`src/rtl/audio_pkg.sv`:
```
// Shared constants and helpers for the SID audio conditioning path.
package audio_pkg;

  localparam int AUDIO_W = 16;
  localparam int SAT_MAX = 2 ** (AUDIO_W - 1) - 1;
  localparam int SAT_MIN = -(2 ** (AUDIO_W - 1));

  typedef struct packed {
    logic signed [AUDIO_W-1:0] val;
    logic                      clip;
  } sat_t;

  // Phase increment giving OUT_HZ carries per second out of a 32-bit accumulator.
  function automatic logic [31:0] nco_step(input int clk_hz, input int out_hz);
    longint unsigned num;
    num = longint'(out_hz) << 32;
    return 32'(num / longint'(clk_hz));
  endfunction

  // Callers sign-extend any narrower value to 32 bits before saturating.
  function automatic sat_t sat16(input logic signed [31:0] x);
    sat_t r;
    if (x > SAT_MAX) begin
      r.val  = AUDIO_W'(SAT_MAX);
      r.clip = 1'b1;
    end else if (x < SAT_MIN) begin
      r.val  = AUDIO_W'(SAT_MIN);
      r.clip = 1'b1;
    end else begin
      r.val  = x[AUDIO_W-1:0];
      r.clip = 1'b0;
    end
    return r;
  endfunction

endpackage

```
`src/rtl/audio_chan_filter.sv`:
```
// One audio channel: per-clock IIR low-pass, rounded capture on tick,
// optional DC blocker and saturation to 16 bits.
module audio_chan_filter
  import audio_pkg::*;
#(
  parameter int IN_W      = 18,
  parameter int LPF_SHIFT = 6,
  parameter int DCB_SHIFT = 10
) (
  input  logic                      gclk,
  input  logic                      grst_n,
  input  logic signed [IN_W-1:0]    smp_i,
  input  logic                      tick_i,
  input  logic                      stc_i,
  input  logic                      dc_en_i,
  output logic signed [AUDIO_W-1:0] smp_o,
  output logic                      clip_o
);

  localparam int YW = IN_W + LPF_SHIFT;
  localparam int EW = IN_W + DCB_SHIFT;
  localparam logic signed [YW+1:0] LPF_RND = {{(YW+1){1'b0}}, 1'b1} << (LPF_SHIFT - 1);

  logic signed [YW-1:0]   y_q, y_d;
  logic signed [IN_W-1:0] s_q, s_d;
  logic signed [EW-1:0]   e_q, e_d;
  logic signed [YW+1:0]   x_w, y_w, lpf_err, lpf_step, y_rnd;
  logic signed [EW+1:0]   s_w, e_w, e_err, e_step;
  logic signed [IN_W-1:0] e_hi;
  logic signed [IN_W:0]   d;
  logic signed [31:0]     d_ext;
  sat_t                   sat;
  logic                   unused_bits;

  // Two guard bits keep X - y + round from ever wrapping.
  assign x_w      = {{(LPF_SHIFT+2){smp_i[IN_W-1]}}, smp_i} << LPF_SHIFT;
  assign y_w      = {{2{y_q[YW-1]}}, y_q};
  assign lpf_err  = x_w - y_w + LPF_RND;
  assign lpf_step = lpf_err >>> LPF_SHIFT;
  assign y_d      = y_q + lpf_step[YW-1:0];

  assign y_rnd    = y_w + LPF_RND;
  assign s_d      = y_rnd[LPF_SHIFT +: IN_W];

  // Estimate keeps tracking with the blocker bypassed so enabling it is seamless.
  assign s_w      = {{2{s_q[IN_W-1]}}, s_q, {DCB_SHIFT{1'b0}}};
  assign e_w      = {{2{e_q[EW-1]}}, e_q};
  assign e_err    = s_w - e_w;
  assign e_step   = e_err >>> DCB_SHIFT;
  assign e_d      = e_q + e_step[EW-1:0];
  assign e_hi     = e_q[EW-1:DCB_SHIFT];

  assign d        = dc_en_i ? {s_q[IN_W-1], s_q} - {e_hi[IN_W-1], e_hi}
                            : {s_q[IN_W-1], s_q};
  assign d_ext    = {{(31-IN_W){d[IN_W]}}, d};
  assign sat      = sat16(d_ext >>> (IN_W - AUDIO_W));
  assign smp_o    = sat.val;
  assign clip_o   = sat.clip;

  assign unused_bits = ^{lpf_step[YW+1:YW], y_rnd[YW+1:YW], y_rnd[LPF_SHIFT-1:0],
                         e_step[EW+1:EW]};

  always_ff @(posedge gclk or negedge grst_n) begin
    if (!grst_n) begin
      y_q <= '0;
      s_q <= '0;
      e_q <= '0;
    end else begin
      y_q <= y_d;
      if (tick_i) s_q <= s_d;
      if (stc_i)  e_q <= e_d;
    end
  end

endmodule

```
`src/rtl/audio_resampler.sv`:
```
// SID audio to 48 kHz: NCO decimation strobe, per-channel filtering and
// registered 16-bit outputs for the HDMI audio path.
module audio_resampler
  import audio_pkg::*;
#(
  parameter int CLK_HZ    = 31500000,
  parameter int OUT_HZ    = 48000,
  parameter int IN_W      = 18,
  parameter int LPF_SHIFT = 6,
  parameter int DCB_SHIFT = 10
) (
  input  logic                      clk,
  input  logic                      resetn,
  input  logic signed [IN_W-1:0]    in_l,
  input  logic signed [IN_W-1:0]    in_r,
  input  logic                      dc_en,
  output logic signed [AUDIO_W-1:0] out_l,
  output logic signed [AUDIO_W-1:0] out_r,
  output logic                      out_strobe,
  output logic                      clipped
);

  localparam int          NUM_CH = 2;
  localparam int          STAGES = 2;
  localparam logic [31:0] STEP   = nco_step(CLK_HZ, OUT_HZ);

  logic [31:0]                     phase_q, phase_d;
  logic                            tick;
  logic [STAGES:1]                 vld_q;
  logic [STAGES:0]                 vld_pipe;
  logic [NUM_CH-1:0][IN_W-1:0]     ch_in;
  logic [NUM_CH-1:0][AUDIO_W-1:0]  ch_smp, out_q;
  logic [NUM_CH-1:0]               ch_clip;
  logic                            clip_q;

  assign {tick, phase_d} = {1'b0, phase_q} + {1'b0, STEP};
  // [0] tick/capture, [1] DC blocker + output load, [2] strobe visible.
  assign vld_pipe = {vld_q, tick};
  assign ch_in    = {in_r, in_l};

  audio_chan_filter #(
    .IN_W      (IN_W),
    .LPF_SHIFT (LPF_SHIFT),
    .DCB_SHIFT (DCB_SHIFT)
  ) u_chan [NUM_CH-1:0] (
    .gclk    (clk),
    .grst_n  (resetn),
    .smp_i   (ch_in),
    .tick_i  (tick),
    .stc_i   (vld_pipe[1]),
    .dc_en_i (dc_en),
    .smp_o   (ch_smp),
    .clip_o  (ch_clip)
  );

  always_ff @(posedge clk or negedge resetn) begin
    if (!resetn) begin
      phase_q <= '0;
      vld_q   <= '0;
      out_q   <= '0;
      clip_q  <= 1'b0;
    end else begin
      phase_q <= phase_d;
      vld_q   <= vld_pipe[STAGES-1:0];
      if (vld_pipe[1]) begin
        out_q  <= ch_smp;
        clip_q <= |ch_clip;
      end
    end
  end

  assign out_l      = out_q[0];
  assign out_r      = out_q[1];
  assign out_strobe = vld_pipe[STAGES];
  assign clipped    = clip_q;

endmodule
```
`config.mk`:
```
export PLATFORM = sky130hd
export DESIGN_NAME = audio_resampler
export DESIGN_NICKNAME = d
export VERILOG_FILES = /design/src/rtl/audio_pkg.sv /design/src/rtl/audio_chan_filter.sv /design/src/rtl/audio_resampler.sv
export SDC_FILE = /design/constraint.sdc
export NUM_CORES = 1
export LEC_CHECK = 0
export BUFFER_PORTS_ARGS = -buffer_cell sky130_fd_sc_hd__buf_2
export CAP_MARGIN = 20
export CORE_MARGIN = 10
export CORE_UTILIZATION = 48
export CTS_CLUSTER_SIZE = 30
export DETAILED_ROUTE_END_ITERATION = 16
export GPL_TIMING_DRIVEN = 0
export PLACE_DENSITY = 0.65
export REMOVE_ABC_BUFFERS = 1
export SETUP_SLACK_MARGIN = 0.02
export SLEW_MARGIN = 10
export SYNTH_ARGS = -nofsm -noshare
export SYNTH_HDL_FRONTEND = slang
export SYNTH_SLANG_ARGS = --single-unit
```
`constraint.sdc`:
```
create_clock -name clk -period 6.05 [get_ports clk]
set_input_delay 0.605 -clock clk [delete_from_list [all_inputs] [get_ports clk]]
set_output_delay 0.605 -clock clk [all_outputs]
set_load 0.03 [all_outputs]
```
-- Word level (Yosys, flattened, before mapping)
Index checks and enable logic that the tools add are counted.
- bits in registers: 207
- bits of input ports: 39
- output and inout bits: 34
- word-level logic and storage cells: 37
- $add $sub $neg: 15
- magnitude comparators: 4
- muxes and demuxes: 6
- reduce and logical (&&, ||, !) cells: 1
- operators with widths (cell ; count):
    17-bit 2-to-1 mux ; 4
    28-bit by 28-bit subtractor with 29-bit output ; 2
    28-bit adder ; 2
    26-bit by 7-bit adder with 26-bit output, second input constant ; 2
    24-bit by 24-bit subtractor with 25-bit output ; 2
    24-bit adder ; 2
    24-bit by 7-bit adder with 24-bit output, second input constant ; 2
    19-bit 2-to-1 mux ; 2
    18-bit by 18-bit subtractor with 19-bit output ; 2
    17-bit by 16-bit > comparator with 1-bit output, second input constant ; 2
    17-bit by 16-bit less-than comparator with 1-bit output, second input constant ; 2
    32-bit by 23-bit adder with 33-bit output, second input constant ; 1
    2-bit OR reduction ; 1

-- Depth between registers and ports, before layout
- depth in word-level cells: 6
- depth in mapped cells: 23
- depth with buffers taken out: 22

-- By module
Synthesis repeated with hierarchy kept, for this count alone.
- cell total of the unflattened synthesis: 1985
- area, all modules: 17396.7 µm²
- by module, submodules not included (module ; times used ; cells an instance ; area each (µm²) ; seq. area each (µm²)):
    audio_chan_filter at u_chan[1] ; 1 ; 895 ; 7412.1 ; 1751.7
    audio_chan_filter at u_chan[0] ; 1 ; 893 ; 7349.5 ; 1751.7
    audio_resampler ; 1 ; 197 ; 2635.0 ; 1601.5

-- Worst setup path before layout
OpenSTA, ideal clock, no wires.
- path type: input to register
- from: input port in_r[2]
- to: register u_chan[1].y_q[22]
- setup time: 0.080 ns
- arrival: 4.910 ns
- data required time: 5.970 ns
- path slack: 1.060 ns
- stages: 21
- path buffers: 1
- cell sequence: ha_1 -> clkbuf_1 -> a21oi_2 -> o21ai_1 -> a2111oi_1 -> nor2_1 -> xor2_1 -> nand2_2 -> nor2_1 -> nand4_1 -> xnor2_1 -> ha_1 -> a21o_1 -> a21oi_1 -> nand2_1 -> o21a_1 -> a41o_1 -> or4_1 -> a31oi_1 -> o21a_1 -> xnor2_1
- cells in the longest elaborated chain, start to end: 3
- ends and longest elaborated chain (element ; line ; text):
    start, declared ; audio_resampler.sv:15 ; input logic signed [IN_W-1:0] in_r,
    24-bit by 24-bit subtractor with 25-bit output ; audio_chan_filter.sv:38 ; assign lpf_err = x_w - y_w + LPF_RND;
    26-bit by 7-bit adder with 26-bit output ; audio_chan_filter.sv:38 ;
    24-bit adder ; audio_chan_filter.sv:40 ; assign y_d = y_q + lpf_step[YW-1:0];
    net u_chan[1].y_d[22] ; audio_chan_filter.sv:24 ; logic signed [YW-1:0] y_q, y_d;
    end signal, assigned ; audio_chan_filter.sv:69 ; y_q <= y_d;
    end, declared ; audio_chan_filter.sv:24 ;
The timed path passes the listed nets, and every way through them passes these cells.
A chain may end at the register's enable or synchronous reset.

-- Worst setup path after layout
- from: register u_chan[1].y_q[6]
- to: register u_chan[1].y_q[22]
- cells in the longest elaborated chain, start to end: 3
- ends and longest elaborated chain (element ; line):
    24-bit by 24-bit subtractor with 25-bit output ; audio_chan_filter.sv:38
    26-bit by 7-bit adder with 26-bit output ; audio_chan_filter.sv:38
    24-bit adder (*) ; audio_chan_filter.sv:40
    net u_chan[1].y_d[22] ; audio_chan_filter.sv:24
Mark *: on every way through the listed nets, which the timed path passes. The rest lies on a longest branch.

==> results.cfg <==
[synthesis]
syn_area_per_cell_um2 = 8.61
netlist_top_cells_area = dfrtp_1 28%, ha_1 13%, xnor2_1 9.4%
syn-instance-count = 2114
ys_seq_area_share_pct = 28.1
ys_warn_count = 0
synth_seq_cells = 204
yosysUniqueCellTypes = 105
async_flop_share_pct = 100
synth_largest_area_cell = dfrtp_1
synth_edf_count = 0
synth-main-ff-cell = dfrtp_1
synth_area_um2 = 18200
synth_top_area_share_pct = 28.1

[floorplanning]
initial_utilization_pct = 48.5
std_cell_rows = 71
die_area_um2 = 46100
coreArea_um2 = 37500
pin_count = 73
die_h_um = 215
die_x_um = 215

[cells_and_area]
diodes = 0
syn_to_final_growth_pct = 9.77
final_common_cell = dfrtp_1
most-common-layout-cells = 203 x dfrtp_1, 195 x xnor2_1, 185 x ha_1, 160 x a21oi_1, 159 x nor2_1
drive_gt1_share_pct = 8.74
fin_util_pct = 53.3
fin_nets = 2381

[global_routing]
grt_pass1_wl_um = 74000
grt_antenna_before_repair = 0
grt_max_degree = 87
gr-total-overflow = 0
grt_pass1_vias = 14900
grt_usage_pct = 18.7

[clocking]
numCtsBuffers = 26
cts-root-buf = clkbuf_16
path_clk_slew_ns = 0.06
postCtsSetupBuffers = 0
clock-sinks = 204
post_cts_resized = 0
cts_buffer_depth = 3
cts_tree = done
clkLatencyLatePin_ns = 0.55
htree_levels = 1
hold_buffers = 1

[sta]
slew_headroom_pct = 37.2
worst_slew_pin_slew_ns = 0.935
setup_viol = 0
tns_ns = 0
maxSlewViolCount = 0
skew_ns = 0.00928
max_freq_ghz = 0.177
fin_hold_ws_ns = 0.446
finalCritPeriodShare_pct = 93.6
min_period_ns = 5.66
hold_viol = 0
layout_setup_ws_ns = 0.386
rsz0062_at_grt = no

[route]
ant_nets = 0
drt_iter0_drc = 1010
drcViolationCount = 0
vias = 15300
routed_via_density = 5.69
firstDrtPassIters = 5
post_drt_wl_per_cell_um = 16.4
routed_wl_um = 44100

[power_and_ir_drop]
comb_power_share_pct = 63.2
vdd_drop_max_uv = 426
seq_power_share_pct = 19.7
p_switching_mw = 4.14
p_int_mw = 5.28
p_leak_nw = 9.69
power_density_nw_per_um2 = 472
finalPower_mw = 9.42
swShare_pct = 43.9
power.share.clock_pct = 17.2

[critical_path]
worstSetupPathType = flop to flop
worstPathMaxFanout = 7
arrival_ns = 6.14
end_kind = flop
required_ns = 6.52
crit_path_start_kind = flop

[run_status]
outcome = complete, no violations

[placed_design]
port-buffer-count = 72
detailedPlace.worstSlack_ns = 0.318
hpwl_um = 34200
place_congestion = 0.887

[hold_path]
hold_class = flop to flop

[flow_run]
maxCapViolations = 0
[cell type report]
cell class                 instances  area (um2)
clock buffer                      38         787
clock inverter                    10         114
fill                            3520       17500
inverter                         134         503
multi-input combinational       1708       12300
sequential                       204        5110
tap                              511         639
timing repair buffer              79         514
[synth_stat cells (7+ instances only)]
| master | count |
|---|---|
| o21a_1 | 21 |
| or2_2 | 10 |
| and2_1 | 10 |
| a211oi_1 | 17 |
| nand4_1 | 32 |
| a211o_1 | 7 |
| and3_1 | 28 |
| mux2i_1 | 26 |
| nand2_1 | 151 |
| nor4_1 | 16 |
| o21ai_1 | 8 |
| inv_1 | 133 |
| nor2b_1 | 13 |
| ha_1 | 185 |
| nand3_1 | 58 |
| o211ai_1 | 13 |
| xor2_1 | 83 |
| mux2_2 | 19 |
| or3_1 | 12 |
| o21bai_1 | 33 |
| dfrtp_1 | 204 |
| o21ai_0 | 135 |
| a21oi_1 | 160 |
| a31oi_1 | 20 |
| o31ai_1 | 7 |
| nand2b_1 | 24 |
| a21o_1 | 78 |
| xnor2_1 | 195 |
| clkbuf_1 | 51 |
| o2bb2ai_1 | 14 |
| o22a_1 | 14 |
| nor3_1 | 30 |
| nor2_1 | 159 |
[metrics by stage]
stage / instances / instance area, um2
6_report: 2684 / 20000
3_3_place_gp: 2629 / 18900
2_1_floorplan: 2046 / 17900
3_5_place_dp: 2634 / 19000
4_1_cts: 2683 / 20000
5_1_grt: 2684 / 20000
[critical path: stages, from the launching register on]
cell	delay [ns]
dfrtp_1	0.49
inv_1	0.12
ha_1	0.33
or4b_4	0.50
o21bai_2	0.23
a21o_1	0.18
a21oi_1	0.09
xnor2_1	0.30
and2_1	0.24
nand2_1	0.09
xnor2_1	0.22
ha_1	0.32
and2_1	0.18
a311oi_1	0.53
a211oi_1	0.25
o21a_1	0.25
a41o_1	0.27
or4_1	0.43
a31oi_1	0.30
o21a_1	0.17
xnor2_1	0.12
[metal layers]
metal	track usage, %	wire, um	vias up
met5	0	0	-
met4	3.76	569	0
met3	2.22	1630	31
met2	30.6	20200	258
met1	26.0	21700	7304
li1	-	-	7680
[worst paths after layout]
path,startpoint,to,slack (ns),cells past startpoint
min,phase_q[3],phase_q[3],0.45,1
max,u_chan[1].y_q[6],u_chan[1].y_q[22],0.39,20
max in group asynchronous,resetn,u_chan[0].e_q[16],4.34,4
min in group asynchronous,resetn,u_chan[0].y_q[0],0.53,2
min reg2reg,phase_q[3],phase_q[3],0.45,1
max reg2reg,u_chan[1].y_q[6],u_chan[1].y_q[22],0.39,20
[power groups by stage]
stage | Sequential (mW) | Clock, mW | Combinational, mW
global placement | 1.87 | 0 | 5.72
finish | 1.85 | 1.62 | 5.95
floorplan | 1.81 | 0 | 4.87
global route | 1.88 | 1.72 | 6.72
detailed placement | 1.88 | 0 | 5.91
CTS | 1.85 | 1.66 | 5.94
[state kept, by name (all words and copies together) (netlist names)]
register,flops
u_chan.e_q,56
u_chan.y_q,48
u_chan.s_q,36
phase_q,29
out_l,16
out_r,16
vld_q,2
clipped,1
[cell families after synthesis]
group | Yosys count | share of synthesized area (%)
XOR/XNOR | 281 | 13.7
flip-flops | 204 | 28.1
AO/OA/AOI/OAI | 613 | 22.3
AND/OR/NAND/NOR | 578 | 15.6
adder cells (fa/ha/maj) | 190 | 13.2
multiplexers | 46 | 2.73
buffers and inverters | 202 | 4.37
(Power assumes the default switching activity.)
